<file path="src/rtl/fact_bus_slave.sv">
// Host register front-end for the factorial core; optional sticky error flag under FACT_SLAVE_ERR_EN.
// Latency: reads return on S_dout one cycle after the request; op_start/op_clear pulse the cycle after the write.
// Backpressure: none, the bus accepts one transfer every cycle; disallowed writes are dropped.
module fact_bus_slave #(
  parameter int ADDR_W   = 8,
  parameter int RESULT_W = 128
) (
  input  logic                clk,
  input  logic                reset_n,
  input  logic                S_sel,
  input  logic                S_wr,
  input  logic [ADDR_W-1:0]   S_addr,
  input  logic [63:0]         S_din,
  output logic [63:0]         S_dout,
  output logic                interrupt,
  output logic                op_start,
  output logic                op_clear,
  output logic [63:0]         operand,
  input  logic                core_done,
  input  logic [RESULT_W-1:0] result
);

  localparam logic [1:0] ST_IDLE = 2'd0;
  localparam logic [1:0] ST_BUSY = 2'd1;
  localparam logic [1:0] ST_DONE = 2'd2;

  logic [1:0]          state_q, state_d;
  logic [63:0]         s_dout_q, s_dout_d;
  logic [63:0]         operand_q, operand_d;
  logic [RESULT_W-1:0] result_q, result_d;
  logic                intr_en_q, intr_en_d;
  logic                op_start_q, op_start_d;
  logic                op_clear_q, op_clear_d;
  logic                interrupt_q, interrupt_d;
  logic                err_flag;

  logic       wr_en, rd_en, mapped, clear_req, start_req, capture;
  logic [2:0] idx;
  logic [63:0] status;

  assign wr_en  = S_sel & S_wr;
  assign rd_en  = S_sel & ~S_wr;
  assign idx    = S_addr[5:3];
  assign mapped = (S_addr[2:0] == 3'd0) && (S_addr[ADDR_W-1:6] == '0);

  assign clear_req = wr_en & mapped & (idx == 3'd1) & S_din[0];
  assign start_req = wr_en & mapped & (idx == 3'd0) & S_din[0] & (state_q == ST_IDLE);
  // An abort in the same cycle as core_done wins: the late result is discarded.
  assign capture   = (state_q == ST_BUSY) & core_done & ~clear_req;

`ifdef FACT_SLAVE_ERR_EN
  logic err_q, err_d;
  logic busy_rej, bad_addr;

  assign busy_rej = wr_en & mapped & (state_q == ST_BUSY) &
                    (((idx == 3'd0) & S_din[0]) | (idx == 3'd4));
  assign bad_addr = wr_en & (~mapped | (idx == 3'd7));

  always_comb begin
    err_d = err_q | busy_rej | bad_addr;
    if (clear_req) err_d = 1'b0;
  end

  always_ff @(posedge clk or negedge reset_n) begin
    if (!reset_n) err_q <= 1'b0;
    else          err_q <= err_d;
  end

  assign err_flag = err_q;
`else
  assign err_flag = 1'b0;
`endif

  assign status = {61'd0, err_flag, state_q == ST_BUSY, state_q == ST_DONE};

  always_comb begin
    state_d     = state_q;
    result_d    = result_q;
    operand_d   = operand_q;
    intr_en_d   = intr_en_q;
    s_dout_d    = s_dout_q;
    op_start_d  = start_req;
    op_clear_d  = clear_req;
    interrupt_d = intr_en_q & ((state_q == ST_DONE) | err_flag);

    if (clear_req) begin
      state_d  = ST_IDLE;
      result_d = '0;
    end else if (start_req) begin
      state_d = ST_BUSY;
    end else if (capture) begin
      state_d  = ST_DONE;
      result_d = result;
    end

    if (wr_en && mapped && idx == 3'd3) intr_en_d = S_din[0];
    if (wr_en && mapped && idx == 3'd4 && state_q != ST_BUSY) operand_d = S_din;

    // Reads see the registers as they stood before this edge.
    if (rd_en) begin
      s_dout_d = 64'd0;
      if (mapped) begin
        case (idx)
          3'd2:    s_dout_d = status;
          3'd3:    s_dout_d = {63'd0, intr_en_q};
          3'd4:    s_dout_d = operand_q;
          3'd5:    s_dout_d = result_q[RESULT_W-1:64];
          3'd6:    s_dout_d = result_q[63:0];
          default: s_dout_d = 64'd0;
        endcase
      end
    end
  end

  always_ff @(posedge clk or negedge reset_n) begin
    if (!reset_n) begin
      state_q     <= ST_IDLE;
      result_q    <= '0;
      operand_q   <= 64'd0;
      intr_en_q   <= 1'b0;
      s_dout_q    <= 64'd0;
      op_start_q  <= 1'b0;
      op_clear_q  <= 1'b0;
      interrupt_q <= 1'b0;
    end else begin
      state_q     <= state_d;
      result_q    <= result_d;
      operand_q   <= operand_d;
      intr_en_q   <= intr_en_d;
      s_dout_q    <= s_dout_d;
      op_start_q  <= op_start_d;
      op_clear_q  <= op_clear_d;
      interrupt_q <= interrupt_d;
    end
  end

  assign S_dout    = s_dout_q;
  assign operand   = operand_q;
  assign op_start  = op_start_q;
  assign op_clear  = op_clear_q;
  assign interrupt = interrupt_q;

endmodule

</file>
<file path="config.mk">
export PLATFORM = sky130hd
export DESIGN_NAME = fact_bus_slave
export DESIGN_NICKNAME = d
export VERILOG_FILES = /design/src/rtl/fact_bus_slave.sv
export SDC_FILE = /design/constraint.sdc
export NUM_CORES = 1
export LEC_CHECK = 0
export ABC_AREA = 1
export CORE_MARGIN = 2
export CORE_UTILIZATION = 35
export DETAILED_ROUTE_END_ITERATION = 10
export GPL_ROUTABILITY_DRIVEN = 0
export HOLD_SLACK_MARGIN = 0.08
export PLACE_DENSITY = 0.61
export SYNTH_ARGS = -nofsm -noshare
export SYNTH_HDL_FRONTEND = slang
export SYNTH_SLANG_ARGS = --single-unit
</file>
<file path="constraint.sdc">
create_clock -name clk -period 1.15 [get_ports clk]
set_input_delay 0.1725 -clock clk [delete_from_list [all_inputs] [get_ports clk]]
set_output_delay 0.1725 -clock clk [all_outputs]
set_load 0.05 [all_outputs]
</file>
; ---- After elaboration in Yosys (flattened, before gate mapping)
; Cells that the tools add are included.
[classes]
eq_ne = 10
mux = 8
bitwise_logic = 13
reduce_logical = 12
[ops]
columns = op, n
row1 = 128-bit two-way mux, 3
row2 = 64-bit one-hot mux with 5 select lines, 1
row3 = 64-bit two-way mux, 1
row4 = 1-bit bitwise AND, 11
row5 = "3-bit == test, second input constant", 3
row6 = "3-bit by 2-bit == test with 1-bit output, second input constant", 2
row7 = 3-bit zero test, 2
row8 = 2-bit two-way mux, 3
row9 = 1-bit logical AND, 5
row10 = 2-bit zero test, 2
row11 = "2-bit by 1-bit inequality test with 1-bit output, second input constant", 2
row12 = "3-bit by 1-bit == test with 1-bit output, second input constant", 1
row13 = 3-bit nonzero test, 1
row14 = "2-bit by 1-bit == test with 1-bit output, second input constant", 1
row15 = "2-bit == test, second input constant", 1
row16 = 1-bit inverter, 2
row17 = 2-bit AND reduction, 1
row18 = 2-bit nonzero test, 1
[totals]
register_bits = 262
in_bits = 205
out_inout_bits = 131
wordCells = 51

; ---- Logic depth before layout (Yosys ltp)
; Gate-level depths: netlist of the first run.
[logic_depth]
word_depth = 10
depth_mapped = 9
ltp_nobuf = 8

; ---- Least setup slack after synthesis of the first run
; OpenSTA, ideal clock, no wires.
[synth_path]
path_type = register -> register
from = reg state_q[0]
to = reg result_q[118]
setup_time_ns = 0.065
arrival_ns = 1.196
required_time_ns = 1.085
slack_ns = -0.111
path_stages_with_launch = 8
cell_sequence = dfrtp_1 -> inv_2 -> nor2_2 -> nand2_2 -> clkbuf_1 -> buf_2 -> nand3_1 -> nand2_1
[synth_between]
elab_chain_len = 5
elab_cells_between_ends = 8
[synth_lines]
columns = element, line_no
row1 = start: declaration, 27  ; logic [1:0] state_q, state_d;
row2 = start signal: assignment, 126  ; state_q <= state_d;
row3 = 2-bit by 1-bit == test with 1-bit output, 49  ; assign capture = (state_q == ST_BUSY) & core_done & ~clear_req;
row4 = 1-bit bitwise AND (2 in a row), 49
row5 = 2-bit nonzero test (no line), n/a
row6 = 2-bit AND reduction (no line) *, n/a
row7 = end signal: assignment, 127  ; result_q <= result_d;
row8 = end: declaration, 30  ; logic [RESULT_W-1:0] result_q, result_d;
; Every way passes the cells marked *; elsewhere a longest branch is shown, timed or not.
; A chain may end at the register's enable or synchronous reset.

; ---- Worst setup path after layout of the first run
[layout_path]
from = reg state_q[0]
to = reg result_q[102]
; The elaborated chain is that of the path after synthesis.

==> results of run 1 <==
==> state kept, by name (all words and copies together) (netlist names) <==
| register | flops |
|---|---|
| result_q | 128 |
| S_dout | 64 |
| operand | 64 |
| state_q | 2 |
| interrupt | 1 |
| intr_en_q | 1 |
| op_clear | 1 |
| op_start | 1 |
==> cell type report <==
cell class                 count  area (sq um)  share of cell area, %
antenna                        6         15.01                0.07054
clock buffer                  51         888.4                  4.174
clock inverter                 3         18.77                0.08818
inverter                      23         101.3                 0.4762
multi-input combinational   1069          5238                  24.61
sequential                   262          6576                  30.90
tap                          448         560.5                  2.634
timing repair buffer         585          7880                  37.02
timing repair inverter         1         6.256                0.02939
==> routing by layer <==
metal  share of wire, %  routed length (um)  track usage (%)  vias to the layer above
li1                   -                   -                -                     5770
met5              0.026                  13                0                        -
met1                 40               19640            33.81                     6157
met2                 49               23960            43.17                      590
met3                7.8                3829            4.396                      119
met4                3.8                1895            10.13                        2
==> worst paths after layout <==
kind                            endpoint        from  slack (ps)  cells past startpoint
max reg2reg                result_q[102]  state_q[0]        -290                      9
min reg2reg                    intr_en_q   intr_en_q         500                      2
min                         result_q[73]     reset_n         100                      2
max                        result_q[102]  state_q[0]        -290                      9
max in group asynchronous    operand[19]     reset_n         460                      3
min in group clk              operand[0]    S_din[0]         120                      4
==> critical path: stages, from the launching register on <==
cell and delay, ps:
dfrtp_1 380, inv_2 80, nor2_4 50, nand2_4 170, clkinv_8 100, buf_8 140, buf_12 120, buf_16 140
nand3_2 80, nand2_1 70
==> per-stage QoR <==
stage | util (%) | worst slack [ps] | power (W)
4_1_cts | 61.41 | -249.2 | 0.02298
2_1_floorplan | - | -17.73 | 0.01198
6_report | 63.63 | -291.8 | 0.02296
3_5_place_dp | 52.44 | -801.6 | 0.01381
3_3_place_gp | 52.44 | -759.2 | 0.01371
5_1_grt | 63.63 | -331.7 | 0.02391
==> power by group <==
part	switching (W)	internal [W]	total, W
clock	0.00374	0.00518	0.00892
combinational	0.00158	0.00180	0.00338
sequential	0.000576	0.0101	0.0107
total	0.00590	0.0171	0.0230
==> placed cells by master, fill, tap and decap left out, drive strengths merged <==
cell type and count:
nand3 391, diode 6, bufbuf 2, nor2 16, dlygate4sd3 1, nand4 3
dlymetal6s2s 4, clkbuf 60, nor3 1, inv 24, clkdlybuf4s50 193, o211ai 1
clkinv 3, dlygate4sd2 6, dfrtp 262, buf 370, o21ai 2, nand2 655
==> logic make-up (layout without fill, tap and decap cells) <==
| logic type | count (synthesis) | after routing |
|---|---|---|
| compound gates | 3 | 3 |
| flops | 262 | 262 |
| simple gates | 1065 | 1066 |
| buf+inv | 130 | 663 |
| other cells | 0 | 6 |
==> repair_timing <==
action                                 4_1_cts  5_1_grt
cloned                                      27       14
pin swaps                                   39       12
endpoints found under the hold margin      262        0
setup endpoints to repair                  392      392
hold buffers                                 1        0
setup buffers                              109       26
gates resized for setup                    131       88
==> metrics.yaml, run 1 <==
outcome:
  outcome: "finished, violations left"
  violations: "negative setup slack"
timing:
  setup_viol_count_final: 325
  max_freq_ghz: 0.6936
  finalHoldViolCount: 0
  rsz0062_at_grt: "true"
  finalSetupTns_ps: -57330
  hold_ws_ps: 102.8
  setup_slack_ps: -291.8
  slew_viol_final: 0
  finClkSkew_ps: 7.925
  period_minus_slack_ps: 1442
  min_period_over_period_pct: 125.4
  worst_slew_pin_slew_ps: 348.2
  max_slew_margin_pct: 76.68
yosys:
  async_flop_share_pct: 100.0
  synthCells: 1460
  synth_compound_area_share_pct: 0.1474
  ys_seq_elements: 262
  netlist_area_sq_um: 11890
  synth_area_leader_cell: "dfrtp_1"
  synth_fa_ha_area_share_pct: 0
  synthXorXnorAreaFrac_pct: 0
  syn_area_per_cell_sq_um: 8.142
  synth_seq_area_share_pct: 55.15
  synth-simple-area-share_pct: 38.12
  yosysMostFrequentCell: "nand2_1"
  synth_ff_type: "dfrtp_1"
  synth_top_family_by_area: "simple AND/OR/NAND/NOR gates"
  yosys-top-cells-area: "dfrtp_1, nand2_1, nand3_1"
  syn_nets: 1665
  synthMuxAreaShare_pct: 0
  synth_cell_types: 21
  yosys_warnings: 0
  yosys-top-cells-count: "nand2_1, nand3_1, dfrtp_1, buf_2, buf_6"
  synth_edf_count: 0
  synth_top_area_share_pct: 55.15
floorplanning:
  start_util_pct: 35.54
  die_width_um: 188.3
  die_h_um: 188.3
  io_pins: 336
  core_area_sq_um: 33450
  rows: 67
  die_area_sq_um: 35460
clocking:
  clock-root-buffer: "clkbuf_16"
  clockBufferDepth: 3
  cts.sinks: 262
  clkLatencyLatePin_ps: 550
  path_clk_slew_ps: 60
  htreeDepth: 1
  cts_inserted_buffers: 29
  cts_tree: "built"
drt:
  wl_mm: 49.34
  antenna_left: 0
  wl_per_cell_um: 20.16
  dr.pass1.iters: 6
  vias_per_cell: 5.163
  drc_errors: 0
  drtIter0Drc: 860
  vias: 12638
global_routing:
  grt_pass1_vias: 12775
  grt_usage_pct: 25.92
  grt_max_degree: 50
  overflow: 0
  antenna_found_initial: 7
  grt_pass1_wl_mm: 72.33
pwr:
  ir_drop_mv: 1.020
  powerDensity_nw_per_um2: 1079
  power_leakage_nw: 10.61
placed_design:
  dp_hpwl_mm: 28.56
  portBuffers: 335
  place_area_sq_um: 17540
  numPlacedInstances: 2214
setup_path:
  worstPathRequired_ps: 1580
  crit_fanout: 6
  arrival_ps: 1870
  crit_type: "flip-flop to flip-flop"
  cp-end-kind: "flip-flop"
  startpoint_type: "flip-flop"
cells_and_area:
  syn2layout_area_growth_pct: 79.04
  drive_gt1_share_pct: 29.84
  final_cell_area_sq_um: 21280
  n_fill_cell: 2681
  fin_nets: 2176
  post_layout_nonfiller_instances: 2448
hold_path:
  hold_path.class: "input pin to asynchronous set/reset pin"
job:
  maxCapViolCount: 0
(Power assumes the default switching activity.)
==> inputs of run 2 (changes only) <==
--- a/config.mk
+++ b/config.mk
@@ -6,6 +6,7 @@
 export NUM_CORES = 1
 export LEC_CHECK = 0
 export ABC_AREA = 1
+export CAP_MARGIN = 10
 export CORE_MARGIN = 2
 export CORE_UTILIZATION = 35
 export DETAILED_ROUTE_END_ITERATION = 10
==> results of run 2 <==
The final DEF is identical to that of run 1; final timing and power are the same.
==> inputs of run 3 (changes only) <==
--- a/config.mk
+++ b/config.mk
@@ -8,11 +8,11 @@
 export ABC_AREA = 1
 export CAP_MARGIN = 10
 export CORE_MARGIN = 2
-export CORE_UTILIZATION = 35
+export CORE_UTILIZATION = 44
 export DETAILED_ROUTE_END_ITERATION = 10
 export GPL_ROUTABILITY_DRIVEN = 0
 export HOLD_SLACK_MARGIN = 0.08
-export PLACE_DENSITY = 0.61
+export PLACE_DENSITY = 0.74
 export SYNTH_ARGS = -nofsm -noshare
 export SYNTH_HDL_FRONTEND = slang
 export SYNTH_SLANG_ARGS = --single-unit
==> run 3 against run 2 <==
  * The run still ends with negative setup slack left
  * Cell count down 11%
  * Via count down 5.2%
  * Die area down 20%
  * Sequential share of layout area increased by 3.0 points
  * Sequential power is essentially flat
  * Worst hold slack better by 19 ps
  * Global-route usage is 1.7 points higher
  * Critical endpoint is now result_q[62]
  * Utilization increased by 9.0 points
  * Wire length fell by 9.7%
  * First-iteration DRC count is 39% higher
  * Critical path type unchanged
==> metrics.yaml, run 3 (same netlist as run 1, synthesis figures left out) <==
clocking:
  clkLatencyLatePin_ps: 540  # about the same
  clockBufferDepth: 3  # unchanged
  clock-root-buffer: "clkbuf_16"
  cts_tree: "built"
  cts_inserted_buffers: 28  # -3.4%
  htreeDepth: 1  # unchanged
  cts.sinks: 262  # unchanged
  path_clk_slew_ps: 60  # about the same
timing:
  max_slew_margin_pct: 73.30  # -3.4 points
  worst_slew_pin_slew_ps: 400.5  # +52.25 ps
  setup_slack_ps: -228.9  # +62.86 ps
  finalSetupTns_ps: -54040  # +3287 ps
  finalHoldViolCount: 0  # unchanged
  max_freq_ghz: 0.7252  # +4.6%
  setup_viol_count_final: 329  # +1.2%
  finClkSkew_ps: 8.715  # +0.7894 ps
  min_period_over_period_pct: 119.9  # -5.5 points
  slew_viol_final: 0  # unchanged
  rsz0062_at_grt: "true"
  period_minus_slack_ps: 1379  # -62.86 ps
setup_path:
  worstPathRequired_ps: 1560  # -20 ps
  cp-end-kind: "flip-flop"
  startpoint_type: "flip-flop"
  crit_fanout: 38  # +32
  crit_type: "flip-flop to flip-flop"
  worstSetupStartpoint: "state_q[1]"
  arrival_ps: 1790  # -80 ps
  r2r-start: "state_q[1]"
global_routing:
  antenna_found_initial: 8  # +1
  grt_pass1_wl_mm: 62.39  # -14%
  grt_usage_pct: 27.61  # +1.7 points
  overflow: 0  # unchanged
  top_usage_layer: "met2"
  grt_util_met3_pct: 4.748  # +0.35 points
  grt_pass1_vias: 11564  # -9.5%
  grt_max_degree: 76  # +52%
  use_met1_pct: 36.54  # +2.7 points
  met2_usage_pct: 45.48  # +2.3 points
drt:
  drtIter0Drc: 1197  # +39%
  wl_mm: 44.56  # -9.7%
  wl_per_cell_um: 20.36  # +1.0%
  antenna_left: 0  # unchanged
  drc_errors: 0  # unchanged
  vias_per_cell: 5.477  # +6.1%
  vias: 11983  # -5.2%
  dr.pass1.iters: 5  # -1
pwr:
  finalPower_w: 0.02289  # -0.32%
  ir_drop_mv: 0.9742  # -4.5%
  powerDensity_nw_per_um2: 1179  # +9.3%
  power_leakage_nw: 9.540  # -10%
floorplanning:
  io_pins: 336  # unchanged
  die_area_sq_um: 28350  # -20%
  die_h_um: 168.4  # -11%
  rows: 60  # -10%
  start_util_pct: 44.48  # +8.9 points
  core_area_sq_um: 26730  # -20%
  die_width_um: 168.4  # -11%
cells_and_area:
  final_cell_area_sq_um: 19410  # -8.8%
  syn2layout_area_growth_pct: 63.28
  layout_common_cells: "nand2_1, nand3_1, dfrtp_1"
  utilization_pct: 72.63  # +9.0 points
  drive_gt1_share_pct: 22.92  # -6.9 points
  largest_reg_flops: 128  # unchanged
  final_common_cell: "nand2_1"
  top_register: "result_q"
  fin_nets: 2025  # -6.9%
placed_design:
  dp_hpwl_mm: 26.53  # -7.1%
  place_area_sq_um: 17350  # -1.1%
  post-place-ws_ps: -714.8  # +86.85 ps
  portBuffers: 335  # unchanged
outcome:
  outcome: "finished, violations left"
  violations: "negative setup slack"
hold_path:
  hold_path.class: "input pin to asynchronous set/reset pin"
job:
  maxCapViolCount: 0  # unchanged
## run 3: what timing repair did
item	CTS	global route
setup buffers	10	6
endpoints found under the setup margin	389	391
resized for setup	25	128
hold endpoints to repair	262	0
gates cloned	2	19
pin swaps	3	22
hold buffers	1	0
## run 3: worst max-delay path, stage by stage, from the launching register on
cell	delay (ps)
dfrtp_1	400
nor2_4	230
nand2_8	140
buf_16	210
nand3_1	140
nand2_1	100
## run 3: report_power, final
group / switching (W) / total [W] / leakage, nW / internal, W
sequential: 0.000616 / 0.0107 / 3.56 / 0.0101
combinational: 0.00154 / 0.00322 / 5.53 / 0.00169
clock: 0.00368 / 0.00897 / 0.447 / 0.00529
## run 3: final timing paths
path | to | slack, ps | cells past startpoint
worst max register to register | result_q[62] | -230 | 5
worst min register to register | result_q[35] | 510 | 2
min in group clk | operand[49] | 190 | 3
worst min-delay path | S_dout[4] | 120 | 2
max in group asynchronous | operand[57] | 400 | 3
worst max-delay path | result_q[62] | -230 | 5
## run 3: layer usage
metal,wire length [um],up-vias
li1,-,5427
met2,21550,613
met5,25,-
met4,2079,4
met1,17350,5817
met3,3547,122
## run 3: layout make-up
class / instances / area, sq um
repair buffers: 436 / 6221
well taps: 341 / 426.7
repair inverters: 1 / 8.758
clock inverters: 4 / 45.04
fillers: 1886 / 7316
inverters: 23 / 101.3
diodes: 6 / 15.01
flip-flops and latches: 262 / 6585
multi-input cells: 1068 / 5144
clock buffers: 47 / 863.3
## run 3: per-stage QoR
step / cells / hold slack (ps)
floorplan: 1460 / -123.1
global placement: 2093 / 80.41
detailed placement: 2093 / 78.37
CTS: 2157 / 106.3
global route: 2188 / 131.4
finish: 2188 / 122.1
